$ cat src/rtl/conv_ctrl_if.sv
// Bundle between the convolution controller and its host, memories and MAC datapath.
// The controller takes the slave side; the host/datapath environment takes the master side.
interface conv_ctrl_if #(
    parameter int ADDR_W = 5
);
    logic              start_i;
    logic [ADDR_W:0]   size_x_i;
    logic [ADDR_W:0]   size_y_i;
    logic [ADDR_W-1:0] addr_x_o;
    logic [ADDR_W-1:0] addr_y_o;
    logic              rd_en_o;
    logic              acc_clr_o;
    logic              acc_en_o;
    logic [ADDR_W:0]   addr_z_o;
    logic              wr_z_o;
    logic              busy_o;
    logic              done_o;

    modport master (
        output start_i, size_x_i, size_y_i,
        input  addr_x_o, addr_y_o, rd_en_o, acc_clr_o, acc_en_o,
        input  addr_z_o, wr_z_o, busy_o, done_o
    );

    modport slave (
        input  start_i, size_x_i, size_y_i,
        output addr_x_o, addr_y_o, rd_en_o, acc_clr_o, acc_en_o,
        output addr_z_o, wr_z_o, busy_o, done_o
    );
endinterface

$ cat src/rtl/conv_ctrl.sv
// Sequencing FSM for the convolution datapath: Z[i] = sum_j X[i-j]*Y[j], i = 0..N+M-2.
// Drives X/Y read addresses, MAC clear/enable and Z write address/strobe.
module conv_ctrl #(
    parameter int ADDR_W = 5
) (
    input  logic        clk,
    input  logic        rst,
    conv_ctrl_if.slave  bus
);
    localparam int AW1 = ADDR_W + 1;
    localparam logic [AW1-1:0]    SIZE_MAX = {1'b1, {ADDR_W{1'b0}}};
    localparam logic [AW1-1:0]    ONE_W1   = {{ADDR_W{1'b0}}, 1'b1};
    localparam logic [ADDR_W-1:0] ONE_W    = {{(ADDR_W-1){1'b0}}, 1'b1};
    localparam logic [AW1:0]      TWO_W2   = {{ADDR_W{1'b0}}, 2'b10};

    typedef enum logic [2:0] {
        S_IDLE  = 3'd0,
        S_CLR   = 3'd1,
        S_READ  = 3'd2,
        S_DRAIN = 3'd3,
        S_WRITE = 3'd4,
        S_DONE  = 3'd5
    } state_t;

    state_t            state_q, state_d;
    logic [AW1-1:0]    n_q, m_q, i_q, addr_z_q;
    logic [ADDR_W-1:0] j_q, jmax_q, addr_x_q;
    logic              acc_en_q;

    logic [AW1-1:0] n_sat_s, m_sat_s, ip1_s, jmin_w_s, mm1_s, jmax_w_s, xstart_s;
    logic           sizes_zero_s, last_i_s, j_end_s;

    always_comb begin
        n_sat_s      = (bus.size_x_i > SIZE_MAX) ? SIZE_MAX : bus.size_x_i;
        m_sat_s      = (bus.size_y_i > SIZE_MAX) ? SIZE_MAX : bus.size_y_i;
        sizes_zero_s = (n_sat_s == {AW1{1'b0}}) || (m_sat_s == {AW1{1'b0}});
        // jmin = max(0, i-N+1) written as (i+1 > N) to stay unsigned
        ip1_s        = i_q + ONE_W1;
        jmin_w_s     = (ip1_s > n_q) ? (ip1_s - n_q) : {AW1{1'b0}};
        mm1_s        = m_q - ONE_W1;
        jmax_w_s     = (i_q < mm1_s) ? i_q : mm1_s;
        xstart_s     = i_q - jmin_w_s;
        last_i_s     = (({1'b0, i_q} + TWO_W2) == ({1'b0, n_q} + {1'b0, m_q}));
        j_end_s      = (j_q == jmax_q);
    end

    always_ff @(posedge clk or posedge rst) begin
        if (rst) begin
            state_q <= S_IDLE;
        end else begin
            state_q <= state_d;
        end
    end

    always_comb begin
        state_d = state_q;
        case (state_q)
            S_IDLE: begin
                if (bus.start_i) begin
                    state_d = sizes_zero_s ? S_DONE : S_CLR;
                end else begin
                    state_d = S_IDLE;
                end
            end
            S_CLR:   state_d = S_READ;
            S_READ:  state_d = j_end_s ? S_DRAIN : S_READ;
            S_DRAIN: state_d = S_WRITE;
            S_WRITE: state_d = last_i_s ? S_DONE : S_CLR;
            S_DONE:  state_d = S_IDLE;
            default: state_d = S_IDLE;
        endcase
    end

    // Counters and address registers; addresses only move when entering/continuing READ or WRITE
    always_ff @(posedge clk or posedge rst) begin
        if (rst) begin
            n_q      <= {AW1{1'b0}};
            m_q      <= {AW1{1'b0}};
            i_q      <= {AW1{1'b0}};
            j_q      <= {ADDR_W{1'b0}};
            jmax_q   <= {ADDR_W{1'b0}};
            addr_x_q <= {ADDR_W{1'b0}};
            addr_z_q <= {AW1{1'b0}};
            acc_en_q <= 1'b0;
        end else begin
            acc_en_q <= (state_q == S_READ);
            case (state_q)
                S_IDLE: begin
                    if (bus.start_i) begin
                        n_q <= n_sat_s;
                        m_q <= m_sat_s;
                        i_q <= {AW1{1'b0}};
                    end
                end
                S_CLR: begin
                    j_q      <= jmin_w_s[ADDR_W-1:0];
                    jmax_q   <= jmax_w_s[ADDR_W-1:0];
                    addr_x_q <= xstart_s[ADDR_W-1:0];
                end
                S_READ: begin
                    if (!j_end_s) begin
                        j_q      <= j_q + ONE_W;
                        addr_x_q <= addr_x_q - ONE_W;
                    end
                end
                S_DRAIN: addr_z_q <= i_q;
                S_WRITE: begin
                    if (!last_i_s) begin
                        i_q <= i_q + ONE_W1;
                    end
                end
                default: ;
            endcase
        end
    end

    always_comb begin
        bus.rd_en_o   = (state_q == S_READ);
        bus.acc_clr_o = (state_q == S_CLR);
        bus.wr_z_o    = (state_q == S_WRITE);
        bus.done_o    = (state_q == S_DONE);
        bus.busy_o    = (state_q == S_CLR) || (state_q == S_READ) ||
                        (state_q == S_DRAIN) || (state_q == S_WRITE);
        bus.acc_en_o  = acc_en_q;
        bus.addr_x_o  = addr_x_q;
        bus.addr_y_o  = j_q;
        bus.addr_z_o  = addr_z_q;
    end
endmodule
$ cat src/flat_wrapper.sv
// flat-port wrapper written by rule: the top's interface ports become plain ports
module conv_ctrl_flat 
#(
    parameter int ADDR_W = 5
)
  (clk, rst, bus_start_i, bus_size_x_i, bus_size_y_i, bus_addr_x_o, bus_addr_y_o, bus_rd_en_o, bus_acc_clr_o, bus_acc_en_o, bus_addr_z_o, bus_wr_z_o, bus_busy_o, bus_done_o);
  conv_ctrl_if #(.ADDR_W(ADDR_W)) bus_i ();
  input  logic clk;
  input  logic rst;
  input wire logic [$bits(bus_i.start_i)-1:0] bus_start_i;
  input wire logic [$bits(bus_i.size_x_i)-1:0] bus_size_x_i;
  input wire logic [$bits(bus_i.size_y_i)-1:0] bus_size_y_i;
  output wire logic [$bits(bus_i.addr_x_o)-1:0] bus_addr_x_o;
  output wire logic [$bits(bus_i.addr_y_o)-1:0] bus_addr_y_o;
  output wire logic [$bits(bus_i.rd_en_o)-1:0] bus_rd_en_o;
  output wire logic [$bits(bus_i.acc_clr_o)-1:0] bus_acc_clr_o;
  output wire logic [$bits(bus_i.acc_en_o)-1:0] bus_acc_en_o;
  output wire logic [$bits(bus_i.addr_z_o)-1:0] bus_addr_z_o;
  output wire logic [$bits(bus_i.wr_z_o)-1:0] bus_wr_z_o;
  output wire logic [$bits(bus_i.busy_o)-1:0] bus_busy_o;
  output wire logic [$bits(bus_i.done_o)-1:0] bus_done_o;
  assign bus_i.start_i = bus_start_i;
  assign bus_i.size_x_i = bus_size_x_i;
  assign bus_i.size_y_i = bus_size_y_i;
  assign bus_addr_x_o = bus_i.addr_x_o;
  assign bus_addr_y_o = bus_i.addr_y_o;
  assign bus_rd_en_o = bus_i.rd_en_o;
  assign bus_acc_clr_o = bus_i.acc_clr_o;
  assign bus_acc_en_o = bus_i.acc_en_o;
  assign bus_addr_z_o = bus_i.addr_z_o;
  assign bus_wr_z_o = bus_i.wr_z_o;
  assign bus_busy_o = bus_i.busy_o;
  assign bus_done_o = bus_i.done_o;
  conv_ctrl #(.ADDR_W(ADDR_W)) u_core (.clk(clk), .rst(rst), .bus(bus_i));
endmodule
$ cat config.mk
export PLATFORM = sky130hd
export DESIGN_NAME = conv_ctrl_flat
export DESIGN_NICKNAME = d
export VERILOG_FILES = /design/src/rtl/conv_ctrl_if.sv /design/src/rtl/conv_ctrl.sv /design/src/flat_wrapper.sv
export SDC_FILE = /design/constraint.sdc
export NUM_CORES = 1
export LEC_CHECK = 0
export BUFFER_PORTS_ARGS = -buffer_cell sky130_fd_sc_hd__clkbuf_2
export CORE_MARGIN = 8
export CORE_UTILIZATION = 57
export CTS_CLUSTER_DIAMETER = 50
export DETAILED_ROUTE_END_ITERATION = 7
export GPL_TIMING_DRIVEN = 0
export PLACE_DENSITY = 0.84
export SYNTH_ARGS = -nofsm -noshare
export SYNTH_HDL_FRONTEND = slang
export SYNTH_SLANG_ARGS = --single-unit
$ cat constraint.sdc
create_clock -name clk -period 7.7 [get_ports clk]
set_input_delay 1.155 -clock clk [delete_from_list [all_inputs] [get_ports clk]]
set_output_delay 1.155 -clock clk [all_outputs]
set_load 0.02 [all_outputs]
==> metrics.txt, run 1 <==
family with the most delay on the worst path=adder cells; Clock Latency Late Sink=0.30 ns; flops & latches, synth=43; Design Power=1430 uW; worst hold slack=0.486 ns; slowest CP cell=dfrtp_1; Post-Syn Nets=368; share of flip-flops with an asynchronous set or reset=100%; ratio of cells with drive above 1 in the final layout=18.2%; IO Pins=37; DR WL/cell=15.9 um; Setup TNS=0 ns; Max Freq=236 MHz; area grow syn2layout=12.5%; DRC errors left=0; Worst-path clk slew=0.09 ns; Avg Cell Area, Syn=9.42 um^2; Final #Nets=411; Clock Sinks=43; area of the multi-input gates=1840 um^2; Leak=0.00164 uW; num rows=26; r2r worst-path depth=16; most common cell after layout, fill and taps aside=dfrtp_1; Die W=89.2 um; Synth Instances=324; crit path buf inv count=2; Post-synth EDFFs=0; initial antenna violation count=0; Pwr Density=418 nW/um^2; WS Path Type=reg2reg; RSZ-0062 raised after global routing=no; CP Cell Sequence=ha_1 > inv_1 > fa_1 > nor2b_1 > o21a_1 > o21ai_0 > a21oi_1 > nor2b_1 > ha_1 > inv_1 > fa_1 > a21o_1 > a21oi_1 > xor2_1 > xnor2_1 > a221oi_2; 1st-iter DRT viols=115; Worst setup SP type=flop; Global Route Usage Sum=19.3%; ys flop type=dfrtp_1; post-CTS setup buffers=0; Hold Path Sink=u_core.bus.addr_z_o[1]; vias in the first global route=2,554; commonest non-fill, non-tap cells in the layout=dfrtp_1 (43), clkbuf_2 (36), o21ai_0 (29); Max FO, Critical Path=10; R2R Path Start=u_core.i_q[1]; ANT cells=0; CTS resizes=0; Sequential cell area=1080 um^2; Vias=2,539; GP Congestion=0.882; pin count of the biggest net entering global routing=44; Worst setup EP type=flop; Synth cell types=51; Synth area leader=dfrtp_1; TritonCTS Buffers=5; Switch Pwr=669 uW; Max-Cap Viols=0; ANT nets after route=0; critical path required time=7.91 ns; R2R Path End=u_core.bus.addr_x_o[4]; hold_sp=u_core.bus.addr_z_o[1]; die height=89.2 um; final hold vios=0; sequential area share after synthesis=35.2%; Slew Viols, Final=0; hold-fix buffers at CTS=0; Port Buf Inserts=36; crit-path max cell delay=0.56 ns; DR pass1 iterations=4; Synth top area share=35.2%; Initial Util=59.4%; worst-case vdd ir drop=0.184 mV; first-pass GRT wire length=11,900 um; H-tree levels=2; Clock Skew=0.00516 ns; Worst Hold Class=reg2reg; Seq pwr share=27.2%; Tmin final=4.23 ns; setup slack, reg-to-reg=3.47 ns; total gr overflow=0; actual slew at the worst max-slew pin=0.892 ns; final worst path period share=54.9%; clock buffer depth=2; arrival time worst endpoint=4.44 ns; Post-Route WL=6990 um; Comb pwr share=60.1%; Clock Power Share=12.7%; outcome=finished clean; synth warn=0; mapped cell area=3050 um^2; CTS tree=done; normalized max-slew margin=40.4%; Setup Viol. Count Final=0; sw frac=46.6%; DP Wirelength=5220 um; die area=7950 um^2; drt via density=5.80; Core Area=5140 um^2; clk root buf=clkbuf_8; synth top area cells=dfrtp_1 (35%), ha_1 (11%), xnor2_1 (6.0%); internal power=765 uW; WHS Path Cells=2; FILL cells=424
## power by group through the flow
stage | clock network [uW] | registers, uW | logic [uW]
detailed placement | 0 | 393 | 852
finish | 182 | 390 | 862
global placement | 0 | 389 | 824
CTS | 183 | 389 | 864
global route | 196 | 402 | 963
floorplan | 0 | 399 | 645
## cell usage after synthesis (3+ instances only)
| library cell | count |
|---|---|
| dfrtp_1 | 43 |
| o21ai_0 | 29 |
| ha_1 | 26 |
| nand2_1 | 25 |
| xnor2_1 | 21 |
| a21oi_1 | 18 |
| inv_1 | 17 |
| nor2_1 | 16 |
| xor2_1 | 13 |
| nand2b_1 | 11 |
| nand3_1 | 8 |
| a22o_1 | 7 |
| mux2_2 | 7 |
| nor3_1 | 7 |
| a21o_1 | 6 |
| and3_1 | 5 |
| clkbuf_1 | 5 |
| o31a_1 | 5 |
| buf_2 | 4 |
| o21a_1 | 4 |
| a31oi_1 | 3 |
| fa_1 | 3 |
| nor3b_1 | 3 |
## per-layer routing
layer	vias up	routed length, um	GRT usage, %
met1	1212	2930	23.0
met5	-	0	0
met2	77	3420	33.0
met4	0	170	8.61
met3	15	466	3.68
li1	1235	-	-
## state kept, by name, summed over array words and instances, names as in the netlist
name,count
u_core.bus.acc_en_o,1
u_core.bus.addr_z_o,6
u_core.jmax_q,5
u_core.bus.addr_x_o,5
u_core.bus.addr_y_o,5
u_core.state_q,3
u_core.m_q,6
u_core.n_q,6
u_core.i_q,6
## worst min-delay path, cell delays in order, from the launching register on
cell     delay (ns)
dfrtp_1        0.35
nand2_1        0.04
o21ai_0        0.06
## stage by stage
step,setup WS [ns],util (%),instances,cell area [um^2]
2_1_floorplan,4.01,-,324,3050
3_3_place_gp,3.57,64.6,430,3320
3_5_place_dp,3.53,64.6,430,3320
4_1_cts,3.49,66.8,438,3430
5_1_grt,3.22,66.8,438,3430
6_report,3.47,66.8,438,3430
## final cells by class
type,count,share of cell area (%)
buffer,12,1.90
clock buffer,5,2.00
clock inverter,3,1.28
inverter,19,2.11
multi-input combinational,250,53.6
sequential,43,31.3
tap,70,2.55
timing repair buffer,36,5.25
## cells by family after synthesis
logic type / synth area share (%)
and+or+nand+nor: 16.2
AOI/OAI and AO/OA: 19.1
DFF: 35.2
xor gates and xnor gates: 9.75
buffers and inverters: 4.51
adders and majority gates: 12.6
muxes: 2.58
## worst max-delay path by stage
stage | to | slack (ns) | startpoint | cells past startpoint
floorplan | u_core.bus.addr_x_o[4] | 4.01 | u_core.i_q[1] | 16
global placement | u_core.bus.addr_x_o[4] | 3.57 | u_core.i_q[1] | 16
detailed placement | u_core.bus.addr_x_o[4] | 3.53 | u_core.i_q[1] | 16
CTS | u_core.bus.addr_x_o[4] | 3.49 | u_core.i_q[1] | 16
global route | u_core.bus.addr_x_o[4] | 3.22 | u_core.i_q[1] | 16
finish | u_core.bus.addr_x_o[4] | 3.47 | u_core.i_q[1] | 16
Power figures use the tool's default switching activity.
==> inputs of run 2 (changes only) <==
Clock period 7.7 ns to 4.4 ns, I/O delays scaled along.
==> run 2 against run 1 <==
  * Count of clock-buffer cells in the layout unchanged
  * Worst setup slack got worse by 3.2 ns
  * Fmax rose by 2.2%
  * Non-clock buffer count unchanged
  * Clock skew is essentially flat
  * First-iteration DRC count is 0.87% higher
  * Die area unchanged
  * Final cell count stayed put
  * Cell area increased by 0.11%
  * Critical path depth stayed put
  * Critical path type unchanged
  * Largest cell class unchanged
  * Highest routed layer unchanged
==> metrics.txt, run 2 (same netlist as run 1, synthesis figures left out) <==
initial antenna violation count=0; vias in the first global route=2,554; first-pass GRT wire length=11,900 um; critical path required time=4.61 ns; most common cell after layout, fill and taps aside=dfrtp_1; Vias=2,536; area of the multi-input gates=1840 um^2; crit-path max cell delay=0.56 ns; final hold vios=0; die height=89.2 um; clk root buf=clkbuf_8; WS Path Type=reg2reg; arrival time worst endpoint=4.35 ns; Area after DPL=3320 um^2; Worst Hold Class=reg2reg; worst-case vdd ir drop=0.323 mV; met1 wire length=2970 um; pin count of the biggest net entering global routing=44; Worst setup EP type=flop; IO Pins=37; final worst path period share=94.0%; Setup TNS=0 ns; DRC errors left=0; post-CTS setup buffers=0; final core occ=66.9%; DP Wirelength=5220 um; final instance area=3440 um^2; Max FO, Critical Path=10; CP Cell Sequence=ha_1 > inv_1 > fa_1 > nor2b_1 > o21a_1 > o21ai_0 > a21oi_2 > nor2b_1 > ha_1 > inv_1 > fa_1 > a21o_1 > a21oi_1 > xor2_1 > xnor2_1 > a221oi_2; hold-fix buffers at CTS=0; TritonCTS Buffers=5; GP Congestion=0.882; total gr overflow=0; CTS tree=done; RSZ-0062 raised after global routing=no; num rows=26; Slew Viols, Final=0; Clock Latency Late Sink=0.30 ns; 1st-iter DRT viols=116; Clock Sinks=43; setup slack, reg-to-reg=0.26 ns; outcome=finished clean; met3 wire len=431 um; clock buffer depth=2; Sequential cell area=1080 um^2; crit path buf inv count=2; slowest CP cell=dfrtp_1; ANT cells=0; Tmin final=4.14 ns; ratio of cells with drive above 1 in the final layout=18.5%; Clock Skew=0.00497 ns; Worst setup SP type=flop; die area=7950 um^2; Global Route Usage Sum=19.3%; Setup Viol. Count Final=0; family with the most delay on the worst path=adder cells; Pwr Density=732 nW/um^2; Max-Cap Viols=0; Initial Util=59.4%; FILL cells=424; Port Buf Inserts=36; met2 WL=3420 um; ANT nets after route=0; actual slew at the worst max-slew pin=0.894 ns; Worst-path clk slew=0.09 ns; Post-Route WL=6990 um; Die W=89.2 um; normalized max-slew margin=40.3%; area grow syn2layout=12.6%; top sig layer=met4; DR WL/cell=16.0 um; Core Area=5140 um^2; Final #Nets=411; Max Freq=242 MHz; commonest non-fill, non-tap cells in the layout=dfrtp_1 (43), clkbuf_2 (36), o21ai_0 (29); DR pass1 iterations=4; Leak=0.00164 uW; H-tree levels=2; drt via density=5.79
[run 2: final timing paths]
path,startpoint,end,cells past startpoint
worst max-delay path,u_core.i_q[1],u_core.bus.addr_x_o[4],16
worst min-delay path,u_core.bus.addr_z_o[1],u_core.bus.addr_z_o[1],2
worst max register to register,u_core.i_q[1],u_core.bus.addr_x_o[4],16
worst min register to register,u_core.bus.addr_z_o[1],u_core.bus.addr_z_o[1],2
max in group asynchronous,rst,u_core.bus.addr_y_o[2],2
min in group asynchronous,rst,u_core.bus.addr_z_o[3],2
[run 2: where the power goes]
part           internal (uW)  switching, uW
sequential               523            160
clock                    169            149
combinational            649            867
[run 2: tightest hold or removal path, delay by kind of cell (launching register included)]
family / cells / cell delay [ns]
AND/OR/NAND/NOR: 1 / 0.04
flip-flops: 1 / 0.35
AO/OA/AOI/OAI: 1 / 0.06
[run 2: area by class of cell]
type	instances	area share, %
buffer	12	1.89
clock buffer	5	2.00
clock inverter	3	1.27
inverter	19	2.11
multi-input combinational	250	53.6
sequential	43	31.3
tap	70	2.55
timing repair buffer	36	5.24
[run 2: layer usage]
| metal | vias up | GRT usage, % |
|---|---|---|
| met5 | - | 0 |
| met4 | 0 | 8.61 |
| met3 | 15 | 3.68 |
| met2 | 72 | 33.0 |
| met1 | 1214 | 23.0 |
| li1 | 1235 | - |
[run 2: repair_timing]
item / in CTS / in global routing
hold endpoints to repair: 0 / 0
setup endpoints to repair: 0 / 1
resized for setup: 0 / 1
[run 2: through the flow]
stage | instances | hold WS, ns | setup slack (ns) | total power, uW
after floorplan | 324 | 0.475 | 0.713 | 1830
after global placement | 430 | 0.462 | 0.267 | 2120
after detailed placement | 430 | 0.470 | 0.230 | 2180
after CTS | 438 | 0.490 | 0.192 | 2510
after global routing | 438 | 0.506 | 0.0304 | 2740
final | 438 | 0.486 | 0.263 | 2520
==> inputs of run 3 (changes only) <==
Settings changed: ABC_AREA from default to 1, TNS_END_PERCENT from default to 20.
==> run 3 against run 2 <==
  * Worst setup slack gained 0.19 ns
  * Cell area rose by 2.9%
  * Synthesized area up 3.6%
  * Largest cell class unchanged
==> metrics.txt, run 3 <==
crit path buf inv count=3; Vias=2,885; DRC errors left=0; Area after DPL=3450 um^2; TritonCTS Buffers=5; first-pass GRT wire length=13,000 um; final core occ=65.0%; actual slew at the worst max-slew pin=0.498 ns; post-CTS setup buffers=0; commonest non-fill, non-tap cells in the layout=nand2_1 (101), inv_1 (48), dfrtp_1 (43); arrival time worst endpoint=4.15 ns; sequential area share after synthesis=34.0%; die height=90.5 um; final hold vios=0; Worst setup SP type=flop; Pwr Density=721 nW/um^2; ANT nets after route=0; CTS resizes=0; Die W=90.5 um; clock buffer depth=2; flops & latches, synth=43; Worst Hold Class=in2async; Clock Sinks=43; final instance area=3540 um^2; Synth Instances=416; synth top area cells=dfrtp_1 (34%), nand2_1 (12%), ha_1 (10%); Leak=0.00191 uW; Max FO, Critical Path=11; share of flip-flops with an asynchronous set or reset=100%; ratio of cells with drive above 1 in the final layout=16.7%; Synth top area share=34.0%; r2r worst-path depth=24; area grow syn2layout=11.9%; critical path depth=24; CP Cell Sequence=ha_1 > nand2_1 > nand2_1 > nor2_1 > a21oi_1 > inv_1 > ha_1 > nand2_1 > o21ai_1 > nand2_1 > nand2_1 > nand2_1 > nor2_1 > ha_1 > inv_1 > fa_1 > nand3_1 > nand2_1 > xor2_1 > inv_1 > nand2_1 > nand2_1 > o21ai_1 > nand2_1; DP Cell Count=525; top-count cell post-synth=nand2_1; Synth area leader=dfrtp_1; Post-Route WL=7610 um; Synth top cells by count=nand2_1 (101), inv_1 (49), dfrtp_1 (43); pin count of the biggest net entering global routing=33; CTS tree=done; Port Buf Inserts=36; DR pass1 iterations=4; slowest CP cell=dfrtp_1; family with the most delay on the worst path=adder cells; Setup TNS=0 ns; Tmin final=3.95 ns; Worst-path clk slew=0.09 ns; die area=8190 um^2; ANT cells=0; Clock Skew=0.00773 ns; initial antenna violation count=0; FILL cells=469; Synth cell types=35; RSZ-0062 raised after global routing=no; drt via density=5.41; 1st-iter DRT viols=186; Sequential cell area=1080 um^2; worst-case vdd ir drop=0.427 mV; hold-fix buffers at CTS=0; vias in the first global route=2,792; most common cell after layout, fill and taps aside=nand2_1; mapped cell area=3160 um^2; Max-Cap Viols=0; Final #Nets=504; final worst path period share=89.7%; crit-path max cell delay=0.66 ns; total gr overflow=0; Initial Util=58.1%; WS Path Type=reg2reg; Clock Latency Late Sink=0.30 ns; Core Area=5440 um^2; H-tree levels=2; GP Congestion=0.861; normalized max-slew margin=66.8%; Global Route Usage Sum=19.3%; outcome=finished clean; Max Freq=253 MHz; synth warn=0; clk root buf=clkbuf_8; IO Pins=37; ys flop type=dfrtp_1; DP Wirelength=6020 um; DR WL/cell=14.3 um; critical path required time=4.60 ns; Setup Viol. Count Final=0; num rows=27; area of the multi-input gates=1820 um^2; Post-synth EDFFs=0; CP most frequent cell=nand2_1; post-route insts no fill=533; Worst setup EP type=flop; Post-Syn Nets=460; Slew Viols, Final=0; Avg Cell Area, Syn=7.60 um^2
[run 3: cell types whose count changed after synthesis, moves of 7 or more]
cell / previous run / this run
xnor2_1: 21 / 5
a21oi_1: 18 / 28
nand2_2: 0 / 7
mux2_2: 7 / 0
nand3_1: 8 / 33
inv_1: 17 / 49
inv_2: 1 / 9
nor2_1: 16 / 25
nand2_1: 25 / 101
nand2b_1: 11 / 1
o21ai_0: 29 / 21
[run 3: through the flow]
stage / setup slack, ns / hold WS, ns / power (uW)
4_1_cts: 0.506 / 0.277 / 2560
3_5_place_dp: 0.579 / 0.467 / 2300
2_1_floorplan: 1.13 / 0.468 / 1890
5_1_grt: 0.168 / 0.284 / 2790
3_3_place_gp: 0.666 / 0.457 / 2210
6_report: 0.454 / 0.274 / 2550
[run 3: logic make-up (layout without fill, tap and decap cells)]
group	after synthesis	in the layout	share of synthesized area, %
simple gates	193	193	28.5
fa+ha+maj	29	29	12.2
buf+inv	65	110	8.31
compound gates	63	63	10.6
xor+xnor	23	23	6.37
flops	43	43	34.0
[run 3: final cells by class]
cell class | instances | share of cell area, %
buffer | 7 | 1.27
clock buffer | 6 | 2.05
clock inverter | 2 | 0.354
inverter | 58 | 6.15
multi-input combinational | 308 | 51.5
sequential | 43 | 30.4
tap | 72 | 2.55
timing repair buffer | 37 | 5.66
[run 3: layer usage]
metal | vias up | share of wire [%] | GRT usage [%]
li1 | 1442 | - | -
met5 | - | 0 | 0
met1 | 1340 | 42 | 23.4
met2 | 85 | 48 | 31.4
met3 | 18 | 6.9 | 4.82
met4 | 0 | 2.7 | 9.29
[run 3: worst paths after layout]
kind | slack [ns] | endpoint | from
min in group clk | 0.48 | u_core.bus.addr_z_o[2] | u_core.bus.addr_z_o[2]
setup reg to reg | 0.45 | u_core.bus.addr_x_o[4] | u_core.i_q[1]
hold / removal | 0.27 | u_core.bus.addr_z_o[2] | rst
max in group asynchronous | 3.66 | u_core.m_q[0] | rst
hold reg to reg | 0.48 | u_core.bus.addr_z_o[2] | u_core.bus.addr_z_o[2]
setup / recovery | 0.45 | u_core.bus.addr_x_o[4] | u_core.i_q[1]
[run 3: worst register-to-register path, stage by stage (launching register included)]
cell	delay (ns)
dfrtp_1	0.66
ha_1	0.30
nand2_1	0.08
nand2_1	0.09
nor2_1	0.04
a21oi_1	0.17
inv_1	0.11
ha_1	0.34
nand2_1	0.08
o21ai_1	0.21
nand2_1	0.07
nand2_1	0.08
nand2_1	0.09
nor2_1	0.20
ha_1	0.18
inv_1	0.06
fa_1	0.41
nand3_1	0.11
nand2_1	0.07
xor2_1	0.14
inv_1	0.07
nand2_1	0.06
nand2_1	0.05
o21ai_1	0.12
nand2_1	0.06
[run 3: report_power, final]
group	switching [uW]	leakage (uW)	total (uW)	internal [uW]
clock	144	0.0000412	256	111
combinational	1010	0.00131	1610	596
sequential	156	0.000564	686	530
